--- src/rtl/pipe_pkg.sv ---
// pipe_pkg: shared stall-vector encodings, MDU state type and pipeline timing defaults
package pipe_pkg;
  localparam int STALL_PC    = 0;
  localparam int STALL_IFID  = 1;
  localparam int STALL_IDEX  = 2;
  localparam int STALL_EXMEM = 3;
  localparam int STALL_WB    = 4;
  localparam logic [4:0] STALL_NONE = 5'h00;
  localparam logic [4:0] STALL_ID   = 5'h03;
  localparam logic [4:0] STALL_EX   = 5'h07;
  localparam logic [4:0] STALL_MEM  = 5'h0F;
  localparam int MDU_LAT     = 34;
  localparam int MEM_TIMEOUT = 255;
  typedef enum logic {MDU_IDLE, MDU_BUSY} mdu_state_e;
endpackage

--- src/rtl/pipe_mem_watchdog.sv ---
// pipe_mem_watchdog: counts consecutive MEM wait cycles and pulses bus_err on the TIMEOUT-th one
module pipe_mem_watchdog
  import pipe_pkg::*;
#(
  parameter int TIMEOUT = MEM_TIMEOUT
) (
  input  logic clk,
  input  logic rst,
  input  logic mem_wait,
  input  logic flush,
  output logic bus_err
);
  localparam int W = $clog2(TIMEOUT + 1);
  logic [W-1:0] wcnt_q, wcnt_d;
  logic hit;
  always_comb begin
    hit     = mem_wait && (wcnt_q == W'(TIMEOUT - 1));
    bus_err = hit && !flush && !rst;
    wcnt_d  = (flush || !mem_wait || hit) ? '0 : wcnt_q + W'(1);
  end
  always_ff @(posedge clk) wcnt_q <= rst ? '0 : wcnt_d;
endmodule

--- src/rtl/pipe_ctrl.sv ---
// pipe_ctrl: pipeline stall/flush controller with MDU sequencing and MEM bus watchdog
module pipe_ctrl
  import pipe_pkg::*;
#(
  parameter int MDU_LAT     = pipe_pkg::MDU_LAT,
  parameter int MEM_TIMEOUT = pipe_pkg::MEM_TIMEOUT
) (
  input  logic        clk,
  input  logic        rst,
  input  logic        stallreq_id,
  input  logic        stallreq_ex,
  input  logic        mdu_start,
  input  logic        mem_req,
  input  logic        mem_ack,
  input  logic        flush_req,
  input  logic [31:0] flush_pc,
  output logic [4:0]  stall,
  output logic        flush,
  output logic [31:0] new_pc,
  output logic        mdu_busy,
  output logic        mdu_done,
  output logic        bus_err,
  output logic [31:0] stall_cycles
);
  localparam int CW = $clog2(MDU_LAT + 1);
  mdu_state_e state_q, state_d;
  logic [CW-1:0] cnt_q, cnt_d;
  logic [31:0] stall_cycles_q, stall_cycles_d;
  logic mem_wait, mdu_stall, last;
  always_ff @(posedge clk) begin
    if (rst) begin
      state_q        <= MDU_IDLE;
      cnt_q          <= '0;
      stall_cycles_q <= '0;
    end else begin
      state_q        <= state_d;
      cnt_q          <= cnt_d;
      stall_cycles_q <= stall_cycles_d;
    end
  end
  // The final count holds while MEM waits so the result is not lost to a stalled EX.
  always_comb begin
    state_d        = state_q;
    cnt_d          = cnt_q;
    stall_cycles_d = (stall != STALL_NONE) ? stall_cycles_q + 32'd1 : stall_cycles_q;
    if (flush_req) begin
      state_d = MDU_IDLE;
      cnt_d   = '0;
    end else if (state_q == MDU_IDLE && mdu_start) begin
      state_d = MDU_BUSY;
      cnt_d   = CW'(MDU_LAT);
    end else if (state_q == MDU_BUSY && !last) begin
      cnt_d = cnt_q - CW'(1);
    end else if (state_q == MDU_BUSY && !mem_wait) begin
      state_d = MDU_IDLE;
      cnt_d   = '0;
    end
  end
  always_comb begin
    mem_wait     = mem_req && !mem_ack;
    last         = cnt_q <= CW'(1);
    mdu_stall    = (state_q == MDU_IDLE) ? mdu_start : !last;
    flush        = !rst && flush_req;
    new_pc       = flush ? flush_pc : '0;
    stall        = (rst || flush_req) ? STALL_NONE :
                   mem_wait ? STALL_MEM :
                   (mdu_stall || stallreq_ex) ? STALL_EX :
                   stallreq_id ? STALL_ID : STALL_NONE;
    mdu_busy     = !rst && state_q == MDU_BUSY;
    mdu_done     = mdu_busy && !flush_req && last && !mem_wait;
    stall_cycles = rst ? '0 : stall_cycles_q;
  end
  pipe_mem_watchdog #(.TIMEOUT(MEM_TIMEOUT)) u_wd (
    .clk      (clk),
    .rst      (rst),
    .mem_wait (mem_wait),
    .flush    (flush_req),
    .bus_err  (bus_err)
  );
endmodule

--- config.mk ---
export PLATFORM = sky130hd
export DESIGN_NAME = pipe_ctrl
export DESIGN_NICKNAME = d
export VERILOG_FILES = /design/src/rtl/pipe_pkg.sv /design/src/rtl/pipe_mem_watchdog.sv /design/src/rtl/pipe_ctrl.sv
export SDC_FILE = /design/constraint.sdc
export NUM_CORES = 1
export LEC_CHECK = 0
export BUFFER_PORTS_ARGS = -buffer_cell sky130_fd_sc_hd__buf_2
export CORE_MARGIN = 2
export CORE_UTILIZATION = 40
export CTS_BUF_LIST = sky130_fd_sc_hd__clkbuf_4 sky130_fd_sc_hd__clkbuf_8 sky130_fd_sc_hd__clkbuf_16
export DETAILED_ROUTE_END_ITERATION = 12
export GPL_TIMING_DRIVEN = 0
export HOLD_SLACK_MARGIN = 0.02
export PLACE_DENSITY = 0.67
export SYNTH_ARGS = -nofsm -noshare
export SYNTH_HDL_FRONTEND = slang
export SYNTH_SLANG_ARGS = --single-unit
export TNS_END_PERCENT = 50
--- constraint.sdc ---
create_clock -name clk -period 5.2 [get_ports clk]
set_input_delay 1.04 -clock clk [delete_from_list [all_inputs] [get_ports clk]]
set_output_delay 1.04 -clock clk [all_outputs]
set_load 0.02 [all_outputs]
==> impl_results.md, run 1 <==
* Status: completed
* Pwr dens at 207 mW/mm^2
* Main synth FF type: dfxtp_1
* Count of input and output buffers at 111
* Largest cells by area after synthesis: dfxtp_1 34%, and2_1 7.6%, nor2b_1 5.8%, nor2_1 5.1%, a21oi_1 4.1%
* DRT Wirelength at between 7000 and 8000 um
* Post-layout net count at approximately 500
* Die X at slightly below 90 um
* Commonest cells after routing, fill and taps aside: 112 x buf_2, 47 x dfxtp_1, 38 x nor2_1, 34 x and2_1, 26 x nor2b_1
* DR DRC count at 0
* GRT Overall Usage at 0.191
* WS Path Type: input port to output port
* Worst Path Buf+Inv at 3
* Area share of the largest cell type after synthesis at 0.337
* Cell taking the most area after synthesis: dfxtp_1
* Die area at around 0.0077 mm^2
* Most common cell on crit path: buf_2
* RSZ-0062 raised after global routing: no
* Most common cell after layout, fill and taps aside: buf_2
* Met2 Wirelength at 3510 um
* Seq cells post-synth at 47
* Hold Path Class: flop to flop
* Post-CTS sizing at 0
* Arrival time at the worst endpoint at about 2.7 ns
* Clock Tree Root: clkbuf_8
* CTS max path bufs at 2
* Period utilization at 0.716
* Placed cell count at roughly 530
* Post-DP HPWL at approximately 5500 um
* RD Place Congestion at 0.807
* Met1 WL at 3220 um
* Post-CTS setup buffer count at 0
* Critical path launch point type: input port
* Vias in the first global route at about 2,700
* Max-cap violations at 0
* Worst Skew at about 0.0083 ns
* Leak pwr at roughly 1.5 nW
* Fill count at around 660
* Peak supply drop at ~0.0001 V
* Post-synth net total at between 300 and 400
* Fin area at between 0.003 and 0.004 mm^2
* Tmin final at about 3.7 ns
* Pin count of the biggest net entering global routing at 14
* Normalized max-slew margin at 0.289
* Core ar. at ~0.0068 mm^2
* Initial antenna violation count at 0
* First-pass GRT wire length at about 12,000 um
* DR WL/cell at between 10 and 15 um
* Share of cells above drive strength 1 at 0.330
* Avg Cell Area, Syn at a little over 8 um^2
* Fin util at 0.526
* Slowest cell on the critical path: o31ai_1
* Die Height at around 88 um
* Mapped Area at roughly 0.0028 mm^2
* Final setup TNS at 0 ns
* F_max at ~0.27 GHz
* CP delay by family, top: compound AO/OA/AOI/OAI gates
* # rows at 30
* Starting Density at 0.413
* Highest net fanout along the worst path at 7
* Dpl cell area at 0.00345 mm^2
* Distinct cell type count after synthesis at 53
* DR iter-0 viols at 82
* DR top layer: met4
* Hold Slack at around 0.48 ns
* Max stage delay on crit path at around 0.74 ns
* Overflow after GRT at 0
* Actual slew at the worst max-slew pin at roughly 1.1 ns
* Post-Layout Cell Count at about 540
* DR WL met3 at approximately 360 um
* Crit. End Element: output port
* Hold_buf cts at 0
* H-Tree Depth at 2
* Sequential area share after synthesis at 0.337
* Worst-path clk slew at approximately 0.080 ns
* FFs w/ async S/R, synth at 0
* Total number of vias at 2,832
* Gate Count Post-Synth at around 340
* Worst EP required at approximately 4.2 ns
* Slew Limit Fails at 0
* 1st-pass router iterations at 4
* Yosys warns at 0
* Post-synth EDFFs at 0
* Setup-failing EPs final at 0
* I/O pin count at roughly 110
* CTS tree: built
* Clk sinks at 47
* Number of CTS-inserted buffers at 5
* Drt via density at around 5.2
* Clk_lat worst skew at 0.30 ns
* Ant. Diodes at 0
* Final Hold Fails at 0
* Layout area overhead at 27.3%
* Worst path cell trace: buf_2, and2b_1, o31ai_1, nand2_1, buf_4, buf_2
* Antenna viol nets, final at 0
metrics by stage:
step / total power [mW] / worst slack (ns)
6_report: 0.736 / 1.48
5_1_grt: 0.768 / 1.33
4_1_cts: 0.742 / 1.48
3_5_place_dp: 0.478 / 1.50
3_3_place_gp: 0.476 / 1.50
2_1_floorplan: 0.438 / 1.89
synthesized netlist by cell type, types with 2 or more instances:
master and instances:
dfxtp_1 47, nor2_1 38, and2_1 34, nor2b_1 26, a21oi_1 23, nand2_1 21, nand3_1 14, xnor2_1 13
inv_1 11, o21ai_0 11, clkbuf_1 9, nand4_1 7, nor3_1 7, o31ai_1 6, or3_1 6, ha_1 5
or4_1 5, or4_2 5, xor2_1 5, buf_4 4, a211oi_1 3, a31oi_1 2, and4_1 2, and4_2 2
buf_6 2, mux2_2 2, mux2_4 2, nand2b_1 2, nor2_2 2, nor4_1 2, o41ai_1 2, or2_2 2
area by class of cell:
class	count	area, um^2	area share
timing repair buffer	111	556	0.156
inverter	11	41.3	0.0116
sequential	47	941	0.265
clock buffer	6	76.3	0.0215
multi-input combinational	269	1720	0.483
tap	80	100	0.0282
buffer	16	91.3	0.0257
clock inverter	1	30.0	0.00845
state kept, by name, summed over array words and instances (netlist names):
name,cells
stall_cycles_q,32
u_wd.wcnt_q,8
cnt_q,6
state_q,1
per-layer routing:
metal,vias up,GRT usage
li1,1431,-
met1,1291,0.248
met2,95,0.324
met3,15,0.0275
met4,0,0.0699
met5,-,0
path summary, 6_finish.rpt:
check                           depth (start not counted)                         endpoint  slack, ns                 startpoint
worst max-delay path                                    6                         stall[1]       1.48                    mem_req
worst max register to register                          8  stall_cycles_q[29]$_SDFFE_PP0P_       2.88      cnt_q[1]$_SDFFE_PN0P_
worst min register to register                          1        u_wd.wcnt_q[0]$_SDFF_PP0_       0.48  u_wd.wcnt_q[0]$_SDFF_PP0_
worst min-delay path                                    1        u_wd.wcnt_q[0]$_SDFF_PP0_       0.48  u_wd.wcnt_q[0]$_SDFF_PP0_
cell families after synthesis:
kind of cell	synth area share
other	0.00134
muxes	0.0188
AOI/OAI and AO/OA	0.145
and+or+nand+nor	0.371
DFF	0.337
buffers and inverters	0.0475
xor gates and xnor gates	0.0565
adders and majority gates	0.0224
power breakdown:
group | total [mW] | internal, mW | switching [mW]
clock network | 0.267 | 0.146 | 0.121
registers | 0.366 | 0.363 | 0.00343
logic | 0.103 | 0.0405 | 0.0621
total | 0.736 | 0.550 | 0.186
(Power assumes the default switching activity.)
==> run 2: changes to the inputs <==
ABC_AREA = 1   (was default)
PLACE_DENSITY = 0.68   (was 0.67)
clock period = 3.3 ns   (was 5.2 ns; I/O delays follow)
==> run 2 against run 1 <==
Worst setup slack lost 0.89 ns. Clock-buffer cell count shrank 1. Flip-flop and latch count is the same. Die area grew 17%. Sequential share of layout area shrank 3.4 points. Power grew 56%. Area after synthesis grew 18%. Clock power grew 40%. First-iteration DRC count grew 68%. Critical path depth grew 6. Largest cell class unchanged. Highest routed layer unchanged.
==> impl_results.md, run 2 <==
* Clk_lat worst skew at ~0.31 ns
* Avg Cell Area, Syn at roughly 5.8 um^2
* Worst R2R Path Depth at 12
* CTS max path bufs at 2
* FFs w/ async S/R, synth at 0
* # rows at 33
* Layout area overhead at 23.7%
* Seq pwr share at 0.504
* Tmin final at ~2.7 ns
* Sequential cell area at around 940 um^2
* Largest register FFs at 32
* GRT Overall Usage at 0.199
* Pint at 796 uW
* Clk sinks at 47
* Highest net fanout along the worst path at 11
* Leak pwr at around 2.0 nW
* WS Path Type: flop to output port
* CTS tree: built
* Yosys warns at 0
* Xor/xnor cell area share of the yosys netlist at 0.0186
* Post-CTS setup buffer count at 0
* Core ar. at between 0.008 and 0.009 mm^2
* Worst-path clk slew at roughly 0.11 ns
* Clock Tree Root: clkbuf_8
* H-Tree Depth at 2
* Adder-Cell Fraction of Synth Area at 0.0190
* Worst EP required at 2.64 ns
* Post-synthesis mux area share at 0
* Final setup TNS at 0 ns
* Period utilization at 0.823
* First-pass GRT wire length at roughly 15,000 um
* DR DRC count at 0
* P_sw at 348 uW
* Clock power frac at 0.328
* Hold_buf cts at 0
* Largest cells by area after synthesis: dfxtp_1 29%, nor2_1 16%, nand2_1 14%, inv_1 11%, nand3_1 7.1%
* Starting Density at 0.407
* Overflow after GRT at 0
* Top-count cell post-synth: nor2_1
* Ant. Diodes at 0
* Main synth FF type: dfxtp_1
* Most flop-heavy register: stall_cycles_q
* Reg2Reg Capture Point: stall_cycles_q[29]$_SDFFE_PP0P_
* Worst R2R Start: cnt_q[0]$_SDFFE_PP0P_
* Seq cells post-synth at between 40 and 50
* Commonest cells after routing, fill and taps aside: 138 x nor2_1, 123 x nand2_1, 115 x buf_2, 93 x inv_1
* Hold Path Class: flop to flop
* Post-CTS sizing at 0
* Most common cell after layout, fill and taps aside: nor2_1
* Max-cap violations at 0
* Cell taking the most area after synthesis: dfxtp_1
* Die X at around 95 um
* CP endpoint: stall[1]
* Sequential area share after synthesis at 0.285
* Fin util at 0.504
* Peak supply drop at roughly 0.00018 V
* Worst Setup SP: cnt_q[0]$_SDFFE_PP0P_
* Post-layout net count at roughly 730
* Logic pwr share at 0.168
* Initial antenna violation count at 0
* Status: completed
* Commonest cells post-synth: 138 x nor2_1, 123 x nand2_1, 93 x inv_1
* RD Place Congestion at slightly above 0.9
* Normalized max-slew margin at 0.647
* Arrival time at the worst endpoint at ~2 ns
* Vias in the first global route at 3,297
* Regs by FF count: stall_cycles_q x32, u_wd.wcnt_q x8, cnt_q x6
* Mapped Area at between 0.003 and 0.004 mm^2
* Total number of vias at 3,677
* Drt via density at roughly 4.6
* Share of cells above drive strength 1 at 0.235
* Antenna viol nets, final at 0
* Setup-failing EPs final at 0
* Post-DP HPWL at between 7000 and 8000 um
* Worst Skew at about 0.016 ns
* Die area at around 0.009 mm^2
* Post-synthesis compound-gate area fraction at 0.0729
* DR iter-0 viols at 138
* Largest family of logic cells by synthesized area: simple AND/OR/NAND/NOR gates
* Number of CTS-inserted buffers at 5
* Slew Limit Fails at 0
* Gate Count Post-Synth at 570
* Simple-gate share of the synthesized area at 0.458
* Fill count at 875
* Place WS at 0.644 ns
* DR WL/cell at approximately 11 um
* Distinct cell type count after synthesis at 35
* Pin count of the biggest net entering global routing at 18
* Final Hold Fails at 0
* Sw Share at 0.304
* Worst R2R Setup Slack at ~1.6 ns
* Multi-input gate area at between 0.0015 and 0.002 mm^2
* Final worst slack at around 0.59 ns
* Die Height at 94.8 um
* Count of input and output buffers at between 100 and 150
* F_max at 0.368 GHz
* Critical path launch point type: flop
* Post-synth net total at 615
* Actual slew at the worst max-slew pin at between 0.5 and 0.6 ns
* 1st-pass router iterations at 4
* Crit. End Element: output port
* Post-synth EDFFs at 0
* DRT Wirelength at between 8000 and 9000 um
* Pwr dens at 281 mW/mm^2
* Area share of the largest cell type after synthesis at 0.285
* I/O pin count at around 110
* RSZ-0062 raised after global routing: no
==> run 2: cell types whose count changed after synthesis, sizes merged, moves of 13 or more <==
cell	previous run	this run
nand2	21	133
nor2	41	153
inv	11	95
nand3	14	48
and2	34	1
nor2b	26	0
a21oi	23	37
xnor2	13	0
==> run 2: area by class of cell <==
cell class                 instances  share of cell area
clock buffer                       5              0.0169
clock inverter                     3             0.00614
multi-input combinational        409               0.461
tap                              105              0.0322
buffer                            18              0.0288
timing repair buffer             111               0.136
sequential                        47               0.231
inverter                          96              0.0884
==> run 2: layer usage <==
metal  up-vias  track usage  part of all wire
met2        86        0.357              0.46
met1      1614        0.257              0.47
li1       1965            -                 -
met3        12       0.0231             0.052
met5         -            0                 0
met4         0       0.0435             0.014
==> run 2: cell families after synthesis <==
logic type	count (synthesis)
adders and majority gates	5
xor gates and xnor gates	7
other	1
and+or+nand+nor	350
DFF	47
AOI/OAI and AO/OA	46
buffers and inverters	114
==> run 2: how the worst min path moves through the flow <==
stage                              startpoint                         to  cells after the start
floorplan           u_wd.wcnt_q[0]$_SDFF_PP0_  u_wd.wcnt_q[0]$_SDFF_PP0_                      1
global placement    u_wd.wcnt_q[0]$_SDFF_PP0_  u_wd.wcnt_q[0]$_SDFF_PP0_                      1
detailed placement  u_wd.wcnt_q[0]$_SDFF_PP0_  u_wd.wcnt_q[0]$_SDFF_PP0_                      1
CTS                 u_wd.wcnt_q[0]$_SDFF_PP0_  u_wd.wcnt_q[0]$_SDFF_PP0_                      1
global route        u_wd.wcnt_q[0]$_SDFF_PP0_  u_wd.wcnt_q[0]$_SDFF_PP0_                      1
finish              u_wd.wcnt_q[0]$_SDFF_PP0_  u_wd.wcnt_q[0]$_SDFF_PP0_                      1
==> run 2: critical path, cell delays in order (launching register included) <==
cell and delay [ns]:
dfxtp_1 0.41, inv_1 0.06, ha_1 0.23, inv_1 0.06
nand2_1 0.06, nand3_2 0.07, nand2_2 0.08, nand2_2 0.09
nand2_4 0.09, nand2_4 0.11, buf_4 0.19, buf_4 0.12
buf_2 0.15
==> run 2: per-stage QoR <==
step	hold slack [ns]	power, mW	area, um^2	std cells
final	0.472	1.14	4080	794
after global routing	0.518	1.20	4080	794
after CTS	0.475	1.15	4080	794
after detailed placement	0.450	0.783	3980	786
after global placement	0.445	0.780	3980	786
after floorplan	0.430	0.714	3300	570
==> run 2: power by group through the flow <==
stage	Combinational (mW)	Sequential (mW)	Clock (mW)
3_3_place_gp	0.190	0.590	0
3_5_place_dp	0.193	0.590	0
4_1_cts	0.193	0.577	0.381
2_1_floorplan	0.125	0.589	0
6_report	0.192	0.577	0.375
5_1_grt	0.214	0.578	0.405
